--- config.mk ---
export PLATFORM = sky130hd
export DESIGN_NAME = secded_post_ctrl
export DESIGN_NICKNAME = d
export VERILOG_FILES = /design/src/rtl/secded_pkg.sv /design/src/rtl/secded_fifo2.sv /design/src/rtl/secded_post_ctrl.sv
export SDC_FILE = /design/constraint.sdc
export NUM_CORES = 1
export LEC_CHECK = 0
export CORE_ASPECT_RATIO = 1.75
export CORE_MARGIN = 4
export CORE_UTILIZATION = 45
export CTS_BUF_LIST = sky130_fd_sc_hd__clkbuf_8 sky130_fd_sc_hd__clkbuf_16
export DETAILED_ROUTE_END_ITERATION = 8
export PLACE_DENSITY = 0.81
export SETUP_SLACK_MARGIN = 0.4
export SLEW_MARGIN = 25
export SYNTH_ARGS = -nofsm -noshare
export SYNTH_HDL_FRONTEND = slang
export SYNTH_SLANG_ARGS = --single-unit
--- constraint.sdc ---
create_clock -name clk -period 2.2 [get_ports clk]
set_input_delay 0.33 -clock clk [delete_from_list [all_inputs] [get_ports clk]]
set_output_delay 0.33 -clock clk [all_outputs]
set_load 0.02 [all_outputs]
--- src/rtl/secded_pkg.sv ---
// Shared defaults, FIFO entry layout and scrub FSM states for the SECDED post-decode controller.
package secded_pkg;

  localparam int unsigned DATA_W_DEF = 16;
  localparam int unsigned SYN_W_DEF  = 6;
  localparam int unsigned ADDR_W_DEF = 10;
  localparam int unsigned CNT_W_DEF  = 8;

  typedef struct packed {
    logic [DATA_W_DEF-1:0] data;
    logic                  poison;
  } fifo_entry_t;

  typedef enum logic {
    SCRUB_IDLE = 1'b0,
    SCRUB_REQ  = 1'b1
  } scrub_state_e;

endpackage

--- src/rtl/secded_fifo2.sv ---
// Two-entry valid/ready FIFO; head and status come straight from registers.
module secded_fifo2
  import secded_pkg::*;
(
  input  logic        clk,
  input  logic        rst,
  input  logic        push_i,
  input  fifo_entry_t push_entry_i,
  output logic        ready_o,
  output logic        valid_o,
  input  logic        pop_i,
  output fifo_entry_t head_o
);

  logic [1:0]  cnt_q;
  logic        wr_q;
  logic        rd_q;
  fifo_entry_t mem_q [2];
  logic        do_push;
  logic        do_pop;

  assign ready_o = (cnt_q != 2'd2);
  assign valid_o = (cnt_q != 2'd0);
  assign head_o  = mem_q[rd_q];
  assign do_pop  = pop_i && valid_o;
  // A push into a full FIFO is legal only alongside a pop (slot frees this cycle).
  assign do_push = push_i && (ready_o || do_pop);

  always_ff @(posedge clk) begin
    if (rst) begin
      cnt_q <= '0;
      wr_q  <= 1'b0;
      rd_q  <= 1'b0;
      for (int unsigned i = 0; i < 2; i++) mem_q[i] <= '0;
    end else begin
      if (do_push) begin
        mem_q[wr_q] <= push_entry_i;
        wr_q        <= ~wr_q;
      end
      if (do_pop) rd_q <= ~rd_q;
      case ({do_push, do_pop})
        2'b10:   cnt_q <= cnt_q + 2'd1;
        2'b01:   cnt_q <= cnt_q - 2'd1;
        default: cnt_q <= cnt_q;
      endcase
    end
  end

endmodule

--- src/rtl/secded_post_ctrl.sv ---
// SECDED post-decode controller: buffering, error counters, DED interrupt and
// optional scrub write-back (enabled by defining SECDED_SCRUB_EN).
module secded_post_ctrl
  import secded_pkg::*;
#(
  parameter int unsigned DATA_W = DATA_W_DEF,
  parameter int unsigned SYN_W  = SYN_W_DEF,
  parameter int unsigned ADDR_W = ADDR_W_DEF,
  parameter int unsigned CNT_W  = CNT_W_DEF
) (
  input  logic              clk,
  input  logic              rst,
  input  logic              in_valid,
  output logic              in_ready,
  input  logic [DATA_W-1:0] in_data,
  input  logic [ADDR_W-1:0] in_addr,
  input  logic [SYN_W-1:0]  in_syn,
  input  logic              in_sec,
  input  logic              in_ded,
  output logic              out_valid,
  input  logic              out_ready,
  output logic [DATA_W-1:0] out_data,
  output logic              out_poison,
  output logic              scrub_req,
  input  logic              scrub_ack,
  output logic [ADDR_W-1:0] scrub_addr,
  output logic [DATA_W-1:0] scrub_data,
  output logic [CNT_W-1:0]  sec_cnt,
  output logic [CNT_W-1:0]  ded_cnt,
  input  logic              cnt_clr,
  output logic              irq_ded
);

  logic             fifo_ready;
  logic             scrub_idle;
  logic             accept;
  logic             sec_inc;
  logic             ded_inc;
  fifo_entry_t      push_entry;
  fifo_entry_t      head;
  logic [CNT_W-1:0] sec_q;
  logic [CNT_W-1:0] ded_q;
  logic             irq_q;
  logic             unused_syn;

  assign unused_syn = ^in_syn;

  assign in_ready = ~rst & fifo_ready & scrub_idle;
  assign accept   = in_valid & in_ready;
  assign ded_inc  = accept & in_ded;
  assign sec_inc  = accept & in_sec & ~in_ded;

  assign push_entry.data   = in_data;
  assign push_entry.poison = in_ded;

  secded_fifo2 u_fifo (
    .clk          (clk),
    .rst          (rst),
    .push_i       (accept),
    .push_entry_i (push_entry),
    .ready_o      (fifo_ready),
    .valid_o      (out_valid),
    .pop_i        (out_ready),
    .head_o       (head)
  );

  assign out_data   = head.data;
  assign out_poison = head.poison;

  // Clear has priority over the old value but not over a coincident increment.
  always_ff @(posedge clk) begin
    if (rst) begin
      sec_q <= '0;
      ded_q <= '0;
      irq_q <= 1'b0;
    end else begin
      if (cnt_clr)                  sec_q <= sec_inc ? CNT_W'(1) : '0;
      else if (sec_inc && ~&sec_q)  sec_q <= sec_q + CNT_W'(1);
      if (cnt_clr)                  ded_q <= ded_inc ? CNT_W'(1) : '0;
      else if (ded_inc && ~&ded_q)  ded_q <= ded_q + CNT_W'(1);
      if (ded_inc)                  irq_q <= 1'b1;
      else if (cnt_clr)             irq_q <= 1'b0;
    end
  end

  assign sec_cnt = sec_q;
  assign ded_cnt = ded_q;
  assign irq_ded = irq_q;

`ifdef SECDED_SCRUB_EN
  scrub_state_e      state_q;
  logic              req_q;
  logic [ADDR_W-1:0] addr_q;
  logic [DATA_W-1:0] data_q;

  always_ff @(posedge clk) begin
    if (rst) begin
      state_q <= SCRUB_IDLE;
      req_q   <= 1'b0;
      addr_q  <= '0;
      data_q  <= '0;
    end else begin
      case (state_q)
        SCRUB_IDLE: if (sec_inc) begin
          state_q <= SCRUB_REQ;
          req_q   <= 1'b1;
          addr_q  <= in_addr;
          data_q  <= in_data;
        end
        SCRUB_REQ: if (scrub_ack) begin
          state_q <= SCRUB_IDLE;
          req_q   <= 1'b0;
        end
        default: begin
          state_q <= SCRUB_IDLE;
          req_q   <= 1'b0;
        end
      endcase
    end
  end

  assign scrub_idle = (state_q == SCRUB_IDLE);
  assign scrub_req  = req_q;
  assign scrub_addr = addr_q;
  assign scrub_data = data_q;
`else
  logic unused_scrub;

  assign unused_scrub = scrub_ack ^ (^in_addr);
  assign scrub_idle   = 1'b1;
  assign scrub_req    = 1'b0;
  assign scrub_addr   = '0;
  assign scrub_data   = '0;
`endif

endmodule

# [Word-level counts from Yosys, hierarchy flattened]
# Memory sizes are Yosys's and may differ from the RTL's. A register that Yosys moved wholly into a read port is not among the register bits.
# Index checks and enable logic that the tools add are counted.
[totals] register_bits=21 input_bits=40 word_cells=57 n_memories=1 ramBits=34 output_inout_bits=63
[memory_table] memory="u_fifo.mem_q" words=2 word_bits=17 rd=1 rd_ports_with_merged_regs=1 wr=2 line_no="secded_fifo2.sv:18" rtl="fifo_entry_t mem_q [2];"
[op_classes] n_eq_ne=3 bitwise_logic=9 muxes=19 addsub=4 reduce_logical=15
[ops] op="8-bit 2-to-1 mux" count=4
[ops] op="17-bit 2-to-1 mux" count=1
[ops] op="17-bit OR reduction" count=1
[ops] op="8-bit by 1-bit adder with 8-bit output, second input constant" count=2
[ops] op="8-bit AND reduction" count=2
[ops] op="1-bit 2-to-1 mux" count=13
[ops] op="2-bit nonzero test" count=5
[ops] op="1-bit bitwise AND" count=5
[ops] op="1-bit logical AND" count=4
[ops] op="1-bit inverter" count=4
[ops] op="2-bit case mux with 2 select lines" count=1
[ops] op="2-bit by 1-bit adder with 2-bit output, second input constant" count=1
[ops] op="2-bit by 1-bit == test with 1-bit output, second input constant" count=1
[ops] op="2-bit == test, second input constant" count=1
[ops] op="1-bit zero test" count=2
[ops] op="2-bit != test, second input constant" count=1
[ops] op="2-bit by 1-bit subtractor with 2-bit output, second input constant" count=1
[ops] op="1-bit logical OR" count=1

# [Logic depth before layout (Yosys ltp)]
[depth] ltp_word=9 ltp_mapped=6 ltp_nobuf=6

# [Hierarchy]
# From an unflattened synthesis, not the netlist that was laid out.
[hier_totals] cells_unflattened=238 hier_area_um2=2865.2
[by_module_without_submodules] mod="secded_fifo2" seq_area_each_um2=1121.1 cells_per_inst=116 area_each_um2=1764.2 n_inst=1
[by_module_without_submodules] mod="secded_post_ctrl" seq_area_each_um2=340.3 cells_per_inst=122 area_each_um2=1101.1 n_inst=1

# [Worst setup path before layout]
# OpenSTA, ideal clock, no wires.
[synth_path] kind="register -> register" startpoint="register u_fifo.cnt_q[0]" endpoint="register u_fifo.cnt_q[1]" path_buffers=0 arrival_time_ns=1.698 period_less_slack_ns=1.769 setup_time_ns=0.070 path_stages_with_launch=6 required_time_ns=2.130 path_slack_ns=0.431 path_cell_list="dfxtp_1 or2_2 and2_1 ha_1 or3_1 a21oi_1"
[synth_between] elab_chain_cells=6 word_cells_on_any_way=13 cone_classes="add/sub: 2; eq/ne: 3; mux: 1; bitwise: 2; reduce/logical: 5"
[synth_rtl] item="start, declared" line_no="secded_fifo2.sv:15" rtl="logic [1:0] cnt_q;"
[synth_rtl] item="start signal, assigned" line_no="secded_fifo2.sv:42" rtl="2'b10: cnt_q <= cnt_q + 2'd1;"
[synth_rtl] item="start signal, assigned" line_no="secded_fifo2.sv:43" rtl="2'b01: cnt_q <= cnt_q - 2'd1;"
[synth_rtl] item="start signal, assigned" line_no="secded_fifo2.sv:44" rtl="default: cnt_q <= cnt_q;"
[synth_rtl] item="2-bit nonzero test *" line_no="secded_fifo2.sv:23" rtl="assign valid_o = (cnt_q != 2'd0);"
[synth_rtl] item="named net out_valid" line_no="secded_post_ctrl.sv:20" rtl="output logic out_valid,"
[synth_rtl] item="1-bit logical AND *" line_no="secded_fifo2.sv:25" rtl="assign do_pop = pop_i && valid_o;"
[synth_rtl] item="named net u_fifo.do_pop" line_no="secded_fifo2.sv:20" rtl="logic do_pop;"
[synth_rtl] item="1-bit logical OR" line_no="secded_fifo2.sv:27" rtl="assign do_push = push_i && (ready_o || do_pop);"
[synth_rtl] item="1-bit logical AND" line_no="secded_fifo2.sv:27"
[synth_rtl] item="2-bit by 1-bit == test with 1-bit output or 2-bit == test (tied branches)" line_no="secded_fifo2.sv:41" rtl="case ({do_push, do_pop})"
[synth_rtl] item="2-bit case mux with 2 select lines or 2-bit nonzero test (tied branches)"
# The timed path passes the listed nets; every way through them passes the cells marked *.
# A chain may end at the register's enable or synchronous reset.

==> results_dict.tcl <==
set metrics [dict create \
    area.growth.synth_to_final_pct 24.9 \
    grt_overflow_total 0 \
    cpMaxStageDelayCell "dfxtp_4" \
    rsz0062_at_grt "true" \
    grt_pass1_wl_um 9030 \
    required_ps 1870 \
    cp_max_fo 9 \
    dpl_cell_area_sq_um 3400 \
    clock_path_buffers 2 \
    dpl_worst_slack_ps 27.3 \
    ys_warn_count 0 \
    port-buffer-count 58 \
    core_area_sq_um 5970 \
    first_global_vias 1928 \
    drc 0 \
    grt_max_degree 18 \
    fin_hold_ws_ps 458 \
    drt_wl_total_um 5750 \
    setup_tns_ps 0 \
    die_w_um 67.6 \
    synthFlopType "edfxtp_1" \
    ys_ff_latch 56 \
    hp-class "reg2reg" \
    postRouteAntennaNets 0 \
    io_pins 103 \
    gp_congestion 0.838 \
    clock_sinks 56 \
    slowest_delay_ps 390 \
    h-tree-depth 2 \
    row_count 37 \
    postCtsHoldBufs 0 \
    cts_tree "built" \
    powerDensity_nw_per_um2 759 \
    design_area_sq_um 3490 \
    fmax_ghz 0.561 \
    fillers 517 \
    slew_viol_final 0 \
    detail_route.iter0.violations 72 \
    yosysSeqAreaShare 0.522 \
    syn_area_per_cell_sq_um 11.0 \
    setup_viol 0 \
    ir_drop_mv 0.479 \
    cts_root_buf "clkbuf_8" \
    grtUsageTotal 0.156 \
    fin_nets 362 \
    cts_made_buffers 5 \
    mostFrequentLayoutCell "and2_1" \
    vias 1995 \
    hold_violations 0 \
    drtPass1Iterations 4 \
    min_period_ps 1780 \
    synth_edf_count 34 \
    min_period_over_period 0.810 \
    synthArstFlopShare 0 \
    cp-start-kind "register" \
    clock_latency_ps 310 \
    die_h_um 112 \
    start_util 0.469 \
    path_cells "buf_12 > mux2_2 > clkdlybuf4s15_1" \
    wire_per_inst_um 14.4 \
    cts_setup_buffers 0 \
    p_leak_nw 1.45 \
    finClkSkew_ps 14.0 \
    worst_ep_arrival_time_ps 1450 \
    synth_cells 254 \
    cap_violations 0 \
    cp.buffers_inverters 2 \
    p_total_w 0.00265 \
    dieArea_sq_um 7600 \
    dp_hpwl_um 4060 \
    status "finished clean" \
    viasPerCell 5.01 \
    clk_pin_slew_worst_paths_ps 100 \
    fin_ws_ps 417 \
    drive_gt1_frac 0.194 \
    antenna_found_initial 0 \
    syn-cell-area_sq_um 2800 \
    diodes 0 \
    worstSetupPathType "reg2out" \
    crit_family "buffers and inverters" \
    yosys.cell_types.count 45 \
    cp-end-kind "output pin" \
    mostFrequentLayoutCells "and2_1 (36), clkdlybuf4s50_1 (34), edfxtp_1 (34)" \
]
## power breakdown
part	total [W]	leakage, nW	internal [W]	switching [W]
registers	0.00128	0.535	0.00123	0.0000593
logic	0.000842	0.862	0.000396	0.000447
clock network	0.000524	0.0482	0.000213	0.000311
total	0.00265	1.45	0.00183	0.000817
## routing by layer
metal	vias to the layer above	track usage	wire length, um
met3	14	0.0420	383
li1	983	-	-
met4	0	0.0691	162
met5	-	0	0
met1	928	0.152	2000
met2	70	0.289	3200
## layout make-up
type                            instances  area [sq um]  share of cell area
Sequential cell                        56          1470               0.420
Timing Repair Buffer                   66           618               0.177
Multi-Input combinational cell        190          1230               0.353
Clock buffer                            5          68.8              0.0197
Clock inverter                          3          11.3             0.00322
Tap cell                               78          97.6              0.0279
## cell families after synthesis
| kind of cell | share of synthesized area |
|---|---|
| compound gates | 0.0630 |
| fa+ha+maj | 0.0134 |
| flops | 0.522 |
| xor+xnor | 0.0125 |
| simple gates | 0.230 |
| buf+inv | 0.0822 |
| mux | 0.0755 |
| other cells | 0.00134 |
## sequential cells by signal (all words and copies together), names as in the netlist, named ones only
signal        cells
u_fifo.mem_q     34
ded_cnt           8
sec_cnt           8
u_fifo.cnt_q      2
irq_ded           1
u_fifo.rd_q       1
u_fifo.wr_q       1
## worst reg2reg max path, stage by stage, from the launching register on
cell and delay (ps):
dfxtp_2 370, or2_2 310, and2_1 210, ha_4 260, or3_1 360, a21oi_1 140
## synth_stat cells (2+ instances only)
master / n / area share
nand4_1: 2 / 0.0045
nor3_1: 5 / 0.0089
clkbuf_1: 5 / 0.0067
nor2_1: 13 / 0.017
dfxtp_1: 22 / 0.16
nor2b_1: 2 / 0.0045
a31oi_1: 2 / 0.0045
and3_1: 5 / 0.011
and4_1: 3 / 0.0094
xor2_1: 2 / 0.0063
nand2_1: 13 / 0.017
xnor2_1: 2 / 0.0063
o21ai_0: 6 / 0.011
o31ai_1: 3 / 0.0080
buf_4: 27 / 0.072
edfxtp_1: 34 / 0.36
nor4_1: 2 / 0.0045
ha_1: 3 / 0.013
mux2_2: 17 / 0.068
or3_1: 4 / 0.0089
a21oi_1: 11 / 0.020
nand3_1: 7 / 0.013
a211oi_1: 2 / 0.0054
nand2b_1: 2 / 0.0045
and2_1: 36 / 0.080
or2_2: 4 / 0.0089
mux2i_1: 2 / 0.0072
## metrics by stage
stage | utilization | instances
2_1_floorplan | - | 280
4_1_cts | 0.586 | 397
3_5_place_dp | 0.569 | 389
6_report | 0.585 | 398
5_1_grt | 0.585 | 398
3_3_place_gp | 0.569 | 389
## final timing paths
path,startpoint,endpoint,slack [ps],cells after the start
max reg2reg,u_fifo.cnt_q[0],u_fifo.cnt_q[1],490,5
max,register,out_data[9],420,3
min,irq_ded,irq_ded,460,2
min reg2reg,irq_ded,irq_ded,460,2
## timing repair
item	CTS	global route
setup endpoints to repair	52	25
gates cloned	0	1
endpoints found under the hold margin	0	0
resized for setup	50	28
(Power assumes the default switching activity.)
